### config.mk
export PLATFORM = sky130hd
export DESIGN_NAME = fp_dot_accumulator
export DESIGN_NICKNAME = d
export VERILOG_FILES = /design/src/rtl/fp_dot_accumulator.sv
export SDC_FILE = /design/constraint.sdc
export NUM_CORES = 1
export LEC_CHECK = 0
export CAP_MARGIN = 10
export CORE_ASPECT_RATIO = 2
export CORE_MARGIN = 2
export CORE_UTILIZATION = 55
export CTS_BUF_LIST = sky130_fd_sc_hd__clkbuf_16
export DETAILED_ROUTE_END_ITERATION = 7
export PLACE_DENSITY = 0.78
export SYNTH_ARGS = -nofsm -noshare
export SYNTH_HDL_FRONTEND = slang
export SYNTH_SLANG_ARGS = --single-unit
### constraint.sdc
create_clock -name clk -period 22.8 [get_ports clk]
set_input_delay 2.28 -clock clk [delete_from_list [all_inputs] [get_ports clk]]
set_output_delay 2.28 -clock clk [all_outputs]
set_load 0.01 [all_outputs]
### src/rtl/fp_dot_accumulator.sv
// -----------------------------------------------------------------------------
// fp_dot_accumulator
//
// Streaming float32 accumulator placed after the neuron's floating-point
// multiplier. A run starts with a start pulse and a length. The block then
// accepts exactly that many products over a valid/ready handshake and adds
// each one into a running float32 total. When the run is complete it presents
// the total on an output handshake.
//
// The adder uses the same reduced float semantics as the multiplier:
//   - A zero exponent is treated as signed zero. Denormals are flushed.
//   - Alignment truncates, with no guard bits, and so does normalization.
//   - Overflow saturates to signed infinity. An infinite operand forces
//     infinity.
//   - NaN is never produced.
//
// Ports
//   clk        in   rising-edge clock
//   rst        in   synchronous, active-high reset
//   start      in   begin a run; honoured only while idle
//   len        in   number of products in the run, sampled with start
//   product    in   float32 product from the multiplier
//   in_valid   in   product is valid
//   in_ready   out  a product is accepted this cycle (ACC state)
//   sum        out  accumulated float32 total, driven from the accumulator
//   sum_valid  out  total is complete (DONE state)
//   sum_ready  in   downstream consumes the total
//   busy       out  block is not idle
// -----------------------------------------------------------------------------
module fp_dot_accumulator #(
  parameter int LEN_WIDTH = 8
) (
  input  logic                 clk,
  input  logic                 rst,
  input  logic                 start,
  input  logic [LEN_WIDTH-1:0] len,
  input  logic [31:0]          product,
  input  logic                 in_valid,
  output logic                 in_ready,
  output logic [31:0]          sum,
  output logic                 sum_valid,
  input  logic                 sum_ready,
  output logic                 busy
);

  typedef enum logic [1:0] {
    S_IDLE = 2'd0,
    S_ACC  = 2'd1,
    S_DONE = 2'd2
  } state_t;

  state_t               r_state;
  state_t               w_next_state;
  logic [31:0]          r_acc;
  logic [LEN_WIDTH-1:0] r_count;
  logic                 w_accept;
  logic                 w_start_run;
  logic [31:0]          w_fadd;

  // ---------------------------------------------------------------------------
  // Single-cycle float32 adder with flush-to-zero, truncation and saturation.
  // ---------------------------------------------------------------------------
  function automatic logic [31:0] fadd(input logic [31:0] a, input logic [31:0] b);
    logic        sa, sb, sl;
    logic [7:0]  ea, eb, el, es, d;
    logic [22:0] fa, fb;
    logic [23:0] ml, ms_raw, ms, diff, mant;
    logic [24:0] s25;
    logic [4:0]  lz;
    logic        found;
    logic [9:0]  en;
    logic [31:0] r;

    sa = a[31]; ea = a[30:23]; fa = a[22:0];
    sb = b[31]; eb = b[30:23]; fb = b[22:0];
    r      = 32'h0;
    sl     = 1'b0;
    el     = 8'd0;
    es     = 8'd0;
    ml     = 24'd0;
    ms_raw = 24'd0;
    ms     = 24'd0;
    diff   = 24'd0;
    mant   = 24'd0;
    s25    = 25'd0;
    lz     = 5'd0;
    found  = 1'b0;
    en     = 10'd0;
    d      = 8'd0;

    if (ea == 8'hFF) begin
      // Infinity in a wins, including when both are infinite.
      r = {sa, 8'hFF, 23'd0};
    end else if (eb == 8'hFF) begin
      r = {sb, 8'hFF, 23'd0};
    end else if (ea == 8'd0) begin
      // Zero plus x passes x through untouched.
      r = b;
    end else if (eb == 8'd0) begin
      r = a;
    end else begin
      // Order the operands by magnitude. The exponent/fraction pair compares
      // as an unsigned magnitude.
      if ({ea, fa} >= {eb, fb}) begin
        sl = sa; el = ea; es = eb;
        ml = {1'b1, fa}; ms_raw = {1'b1, fb};
      end else begin
        sl = sb; el = eb; es = ea;
        ml = {1'b1, fb}; ms_raw = {1'b1, fa};
      end

      d  = el - es;
      ms = (d >= 8'd24) ? 24'd0 : (ms_raw >> d);

      if (sa == sb) begin
        s25 = {1'b0, ml} + {1'b0, ms};
        if (s25[24]) begin
          mant = s25[24:1];
          en   = {2'b00, el} + 10'd1;
        end else begin
          mant = s25[23:0];
          en   = {2'b00, el};
        end
        if (en >= 10'd255) r = {sl, 8'hFF, 23'd0};
        else               r = {sl, en[7:0], mant[22:0]};
      end else begin
        // The larger operand is subtracted from, so the difference is never
        // negative.
        diff = ml - ms;
        if (diff == 24'd0) begin
          r = 32'h0;
        end else begin
          for (int i = 23; i >= 0; i--) begin
            if (!found) begin
              if (diff[i]) found = 1'b1;
              else         lz    = lz + 5'd1;
            end
          end
          mant = diff << lz;
          en   = {2'b00, el} - {5'b00000, lz};
          if ($signed(en) <= 10'sd0) r = {sl, 31'd0};
          else                       r = {sl, en[7:0], mant[22:0]};
        end
      end
    end
    return r;
  endfunction

  assign w_fadd      = fadd(r_acc, product);
  assign w_accept    = (r_state == S_ACC) && in_valid;
  assign w_start_run = (r_state == S_IDLE) && start;

  // ---------------------------------------------------------------------------
  // State and datapath registers
  // ---------------------------------------------------------------------------
  // NOTE: state is updated with non-blocking assignments so every register in
  // this block samples the values from before the edge. This is the same for
  // all of them, whatever order they are written in.
  always_ff @(posedge clk) begin
    if (rst) begin
      r_state <= S_IDLE;
      r_acc   <= 32'h0;
      r_count <= '0;
    end else begin
      r_state <= w_next_state;
      if (w_start_run) begin
        r_acc   <= 32'h0;
        r_count <= len;
      end else if (w_accept) begin
        r_acc   <= w_fadd;
        r_count <= r_count - 1'b1;
      end
    end
  end

  // ---------------------------------------------------------------------------
  // Next-state and output decode. The handshake outputs depend only on the
  // registered state, so no input feeds through to them combinationally.
  // ---------------------------------------------------------------------------
  // NOTE: every output is assigned a default before the case statement, so
  // no path can leave a value unassigned and no latch is inferred.
  always_comb begin
    w_next_state = r_state;
    in_ready     = 1'b0;
    sum_valid    = 1'b0;
    busy         = 1'b1;
    unique case (r_state)
      S_IDLE: begin
        busy = 1'b0;
        if (start) begin
          w_next_state = (len == '0) ? S_DONE : S_ACC;
        end
      end
      S_ACC: begin
        in_ready = 1'b1;
        if (in_valid && (r_count == {{(LEN_WIDTH-1){1'b0}}, 1'b1})) begin
          w_next_state = S_DONE;
        end
      end
      S_DONE: begin
        sum_valid = 1'b1;
        if (sum_ready) w_next_state = S_IDLE;
      end
      default: begin
        w_next_state = S_IDLE;
      end
    endcase
  end

  assign sum = r_acc;

endmodule

==> impl_metrics.prom <==
# TYPE chip_impl_metric gauge
chip_impl_metric{name="drc_violations_left",unit=""} 0
chip_impl_metric{name="period_share",unit="%"} 96.4
chip_impl_metric{name="async_s_r_ff_share_synth",unit="%"} 0
chip_impl_metric{name="yosys.area_share.xor_xnor",unit="%"} 6.46
chip_impl_metric{name="die_area",unit="sq um"} 24700
chip_impl_metric{name="grtUsageTotal",unit="%"} 43.9
chip_impl_metric{name="postSynthCellCount",unit=""} 1913
chip_impl_info{name="endpoint_kind",value="register"} 1
chip_impl_metric{name="postCtsHoldBufs",unit=""} 0
chip_impl_metric{name="timing.fmax",unit="GHz"} 0.0455
chip_impl_metric{name="synth.lib_cells_used.distinct",unit=""} 110
chip_impl_metric{name="timing.max_slew.rel_slack",unit="%"} 22.4
chip_impl_metric{name="post_synth_instance_area",unit="sq um"} 12900
chip_impl_info{name="critical_path.most_common_cell",value="sky130_fd_sc_hd__ha_1"} 1
chip_impl_info{name="synth_top_family_by_area",value="compound AO/OA/AOI/OAI gates"} 1
chip_impl_metric{name="post-dp-hpwl",unit="um"} 45200
chip_impl_metric{name="critical-path-max-stage-delay",unit="ns"} 0.57
chip_impl_metric{name="power.total",unit="W"} 0.000674
chip_impl_info{name="cts_root_buf",value="sky130_fd_sc_hd__clkbuf_16"} 1
chip_impl_metric{name="post_route_minimum_period",unit="ns"} 21.99
chip_impl_metric{name="start_util",unit="%"} 55.6
chip_impl_metric{name="vias_per_cell",unit=""} 6.93
chip_impl_info{name="timing.critical_path.from_type",value="primary input"} 1
chip_impl_metric{name="synth-compound-area-share",unit="%"} 33.1
chip_impl_metric{name="grt-ovfl-total",unit=""} 0
chip_impl_metric{name="die_w",unit="um"} 112
chip_impl_metric{name="edff_count_synth",unit=""} 0
chip_impl_metric{name="detailedRoute.firstIterationViolations",unit=""} 1280
chip_impl_metric{name="htreeDepth",unit=""} 2
chip_impl_metric{name="num_vias",unit=""} 15600
chip_impl_metric{name="nNetsFinal",unit=""} 2125
chip_impl_metric{name="worstMarginPinSlew",unit="ns"} 1.15
chip_impl_info{name="synth_top_area_cell",value="sky130_fd_sc_hd__ha_1"} 1
chip_impl_metric{name="synthAdderAreaFrac",unit="%"} 10.9
chip_impl_metric{name="route.detailed.wl_per_inst",unit="um"} 24.8
chip_impl_metric{name="antenna_found_initial",unit=""} 2
chip_impl_metric{name="synth-simple-area-share",unit="%"} 25.9
chip_impl_metric{name="number_of_buffers_on_the_longest_clock_path",unit=""} 2
chip_impl_metric{name="syn_area_per_cell",unit="sq um"} 6.72
chip_impl_metric{name="share_of_layout_cells_above_drive_strength_1",unit="%"} 10.1
chip_impl_info{name="post_synth_main_area_contributors",value="sky130_fd_sc_hd__ha_1 10%, sky130_fd_sc_hd__mux2i_1 8.3%, sky130_fd_sc_hd__dfxtp_1 6.5%"} 1
chip_impl_metric{name="worst-path-max-fanout",unit=""} 87
chip_impl_metric{name="numPlacedInstances",unit=""} 2229
chip_impl_metric{name="ys_ff_latch",unit=""} 42
chip_impl_info{name="dominantRegCellSynth",value="sky130_fd_sc_hd__dfxtp_1"} 1
chip_impl_info{name="critical_path.slowest_cell",value="sky130_fd_sc_hd__clkdlybuf4s50_1"} 1
chip_impl_metric{name="clk_slew_on_worst_s_h_paths",unit="ns"} 0.07
chip_impl_info{name="largest_delay_share_family_worst_path",value="compound AO/OA/AOI/OAI gates"} 1
chip_impl_metric{name="final_max_slew_viol_count",unit=""} 0
chip_impl_metric{name="buffer_ports.inserted",unit=""} 79
chip_impl_metric{name="timing.hold.ws",unit="ns"} 0.505
chip_impl_metric{name="clkSinkCount",unit=""} 42
chip_impl_metric{name="irDropWorstVdd",unit="mV"} 0.0579
chip_impl_metric{name="postRouteWirelength",unit="um"} 55900
chip_impl_metric{name="grt_first_pass_wirelength",unit="um"} 84600
chip_impl_metric{name="finalWeightedCongestion",unit=""} 1.15
chip_impl_metric{name="synth_seq_area_share",unit="%"} 6.54
chip_impl_metric{name="power.static_leakage",unit="nW"} 6.01
chip_impl_metric{name="critPathArrivalTime",unit="ns"} 22.23
chip_impl_info{name="yosys.cell_count.top_type",value="sky130_fd_sc_hd__nand2_1"} 1
chip_impl_metric{name="die_y",unit="um"} 220
chip_impl_info{name="setup.worst_path.class",value="primary input to register"} 1
chip_impl_info{name="cts_tree",value="yes"} 1
chip_impl_metric{name="hold_viol",unit=""} 0
chip_impl_metric{name="worst_clock_skew",unit="ns"} 0.00824
chip_impl_metric{name="floorplan_core_area",unit="sq um"} 23100
chip_impl_info{name="status",value="complete, no violations"} 1
chip_impl_metric{name="pin_count_of_the_biggest_net_entering_global_routing",unit=""} 88
chip_impl_metric{name="critPathRequiredTime",unit="ns"} 23.04
chip_impl_metric{name="detailedRoute.firstPassIterationCount",unit=""} 6
chip_impl_metric{name="worstSkewPairLatency",unit="ns"} 0.31
chip_impl_metric{name="cap_viol_max_count",unit=""} 0
chip_impl_metric{name="p_per_area",unit="nW/um^2"} 46.0
chip_impl_metric{name="post_synth_mux_area_share",unit="%"} 9.74
chip_impl_metric{name="cp_num_buf_inv",unit=""} 9
chip_impl_metric{name="synth_fp_nets",unit=""} 2067
chip_impl_metric{name="layout.cells.non_filler",unit=""} 2256
chip_impl_metric{name="first_global_vias",unit=""} 15200
chip_impl_metric{name="final_setup_violation_count",unit=""} 0
chip_impl_metric{name="top_area_cell_type_share_of_the_netlist_area",unit="%"} 10.3
chip_impl_metric{name="cts_buffers",unit=""} 5
chip_impl_metric{name="antenna_violating_nets_post_route",unit=""} 0
chip_impl_metric{name="num_io_pins",unit=""} 80
chip_impl_metric{name="syn2layout_area_growth",unit="%"} 14.0
chip_impl_info{name="synth_commonest_cells",value="199 x sky130_fd_sc_hd__nand2_1, 174 x sky130_fd_sc_hd__nor2_1, 157 x sky130_fd_sc_hd__o21ai_0"} 1
chip_impl_metric{name="number_of_synthesis_warnings",unit=""} 0
chip_impl_info{name="holdCritPathClass",value="register to register"} 1
chip_impl_metric{name="placement_rows",unit=""} 79
worst reg2reg max path, delay by kind of cell (launching register included):
kind,cells,cell delay [ns]
muxes,6,1.33
AOI/OAI and AO/OA,43,9.30
and+or+nand+nor,12,1.42
buffers and inverters,9,1.39
adders and majority gates,14,4.66
DFF,1,0.70
xor gates and xnor gates,4,1.13
worst paths after layout:
check             slack, ns        start      to  cells after the start
setup / recovery       0.81  product[30]  sum[2]                     88
hold / removal         0.50       sum[0]  sum[0]                      2
setup reg to reg       2.78      sum[24]  sum[2]                     88
hold reg to reg        0.50       sum[0]  sum[0]                      2
flip-flops by register name, summed over array words and instances, names as in the netlist:
signal   cells
sum         32
r_count      8
r_state      2
metrics by stage:
stage                     instance area, sq um  setup TNS (ns)  setup WS (ns)  utilization, %
after CTS                                14200               0          0.116            61.4
final                                    14700               0          0.810            63.4
after floorplan                          12900               0         0.0113               -
after global routing                     14700           -1.24         -0.160            63.4
after detailed placement                 14100          -0.625         -0.153            60.8
after global placement                   14100               0          0.255            60.8
kinds of logic (layout without fill, tap and decap cells):
| logic type | after synthesis | in the layout |
|---|---|---|
| AO/OA/AOI/OAI | 641 | 641 |
| XOR/XNOR | 83 | 83 |
| adder cells (fa/ha/maj) | 111 | 111 |
| buffers and inverters | 234 | 293 |
| flip-flops | 42 | 42 |
| multiplexers | 122 | 122 |
| other | 0 | 1 |
| AND/OR/NAND/NOR | 680 | 680 |
cells in the final DEF (no fill, tap or decap), types with 30 or more instances in the layout:
cell type,n
sky130_fd_sc_hd__a211oi_1,39
sky130_fd_sc_hd__a21oi_1,142
sky130_fd_sc_hd__buf_4,79
sky130_fd_sc_hd__clkdlybuf4s50_1,75
sky130_fd_sc_hd__dfxtp_1,42
sky130_fd_sc_hd__ha_1,96
sky130_fd_sc_hd__inv_1,120
sky130_fd_sc_hd__mux2i_1,107
sky130_fd_sc_hd__nand2_1,197
sky130_fd_sc_hd__nand3_1,55
sky130_fd_sc_hd__nor2_1,174
sky130_fd_sc_hd__nor3_1,43
sky130_fd_sc_hd__o21ai_0,149
sky130_fd_sc_hd__o21ai_1,30
sky130_fd_sc_hd__xnor2_1,54
layout make-up:
| class | instances | area, sq um |
|---|---|---|
| fillers | 2209 | 8470 |
| repair buffers | 162 | 1470 |
| inverters | 123 | 462 |
| flip-flops and latches | 42 | 841 |
| clock inverters | 3 | 23.8 |
| well taps | 283 | 354 |
| multi-input cells | 1637 | 11400 |
| clock buffers | 5 | 125 |
| diodes | 1 | 2.50 |
per-layer routing:
metal	wire length [um]	part of all wire [%]	global-route usage, %	vias up
met5	11	0.020	0	-
met4	7190	13	47.4	2
met3	3820	6.8	8.00	381
met2	27700	50	78.4	875
met1	17200	31	39.2	7192
li1	-	-	-	7175
where the power goes:
group / leakage (nW) / switching, W / internal [W]
registers: 0.342 / 0.0000109 / 0.0000798
logic: 5.60 / 0.000327 / 0.000179
clock network: 0.0664 / 0.0000363 / 0.0000411
total: 6.01 / 0.000374 / 0.000300
repair_timing:
item                                    in CTS  in global routing
resized for setup                            0                 69
endpoints found under the setup margin       0                 31
setup buffers                                0                 18
Power figures use the tool's default switching activity.
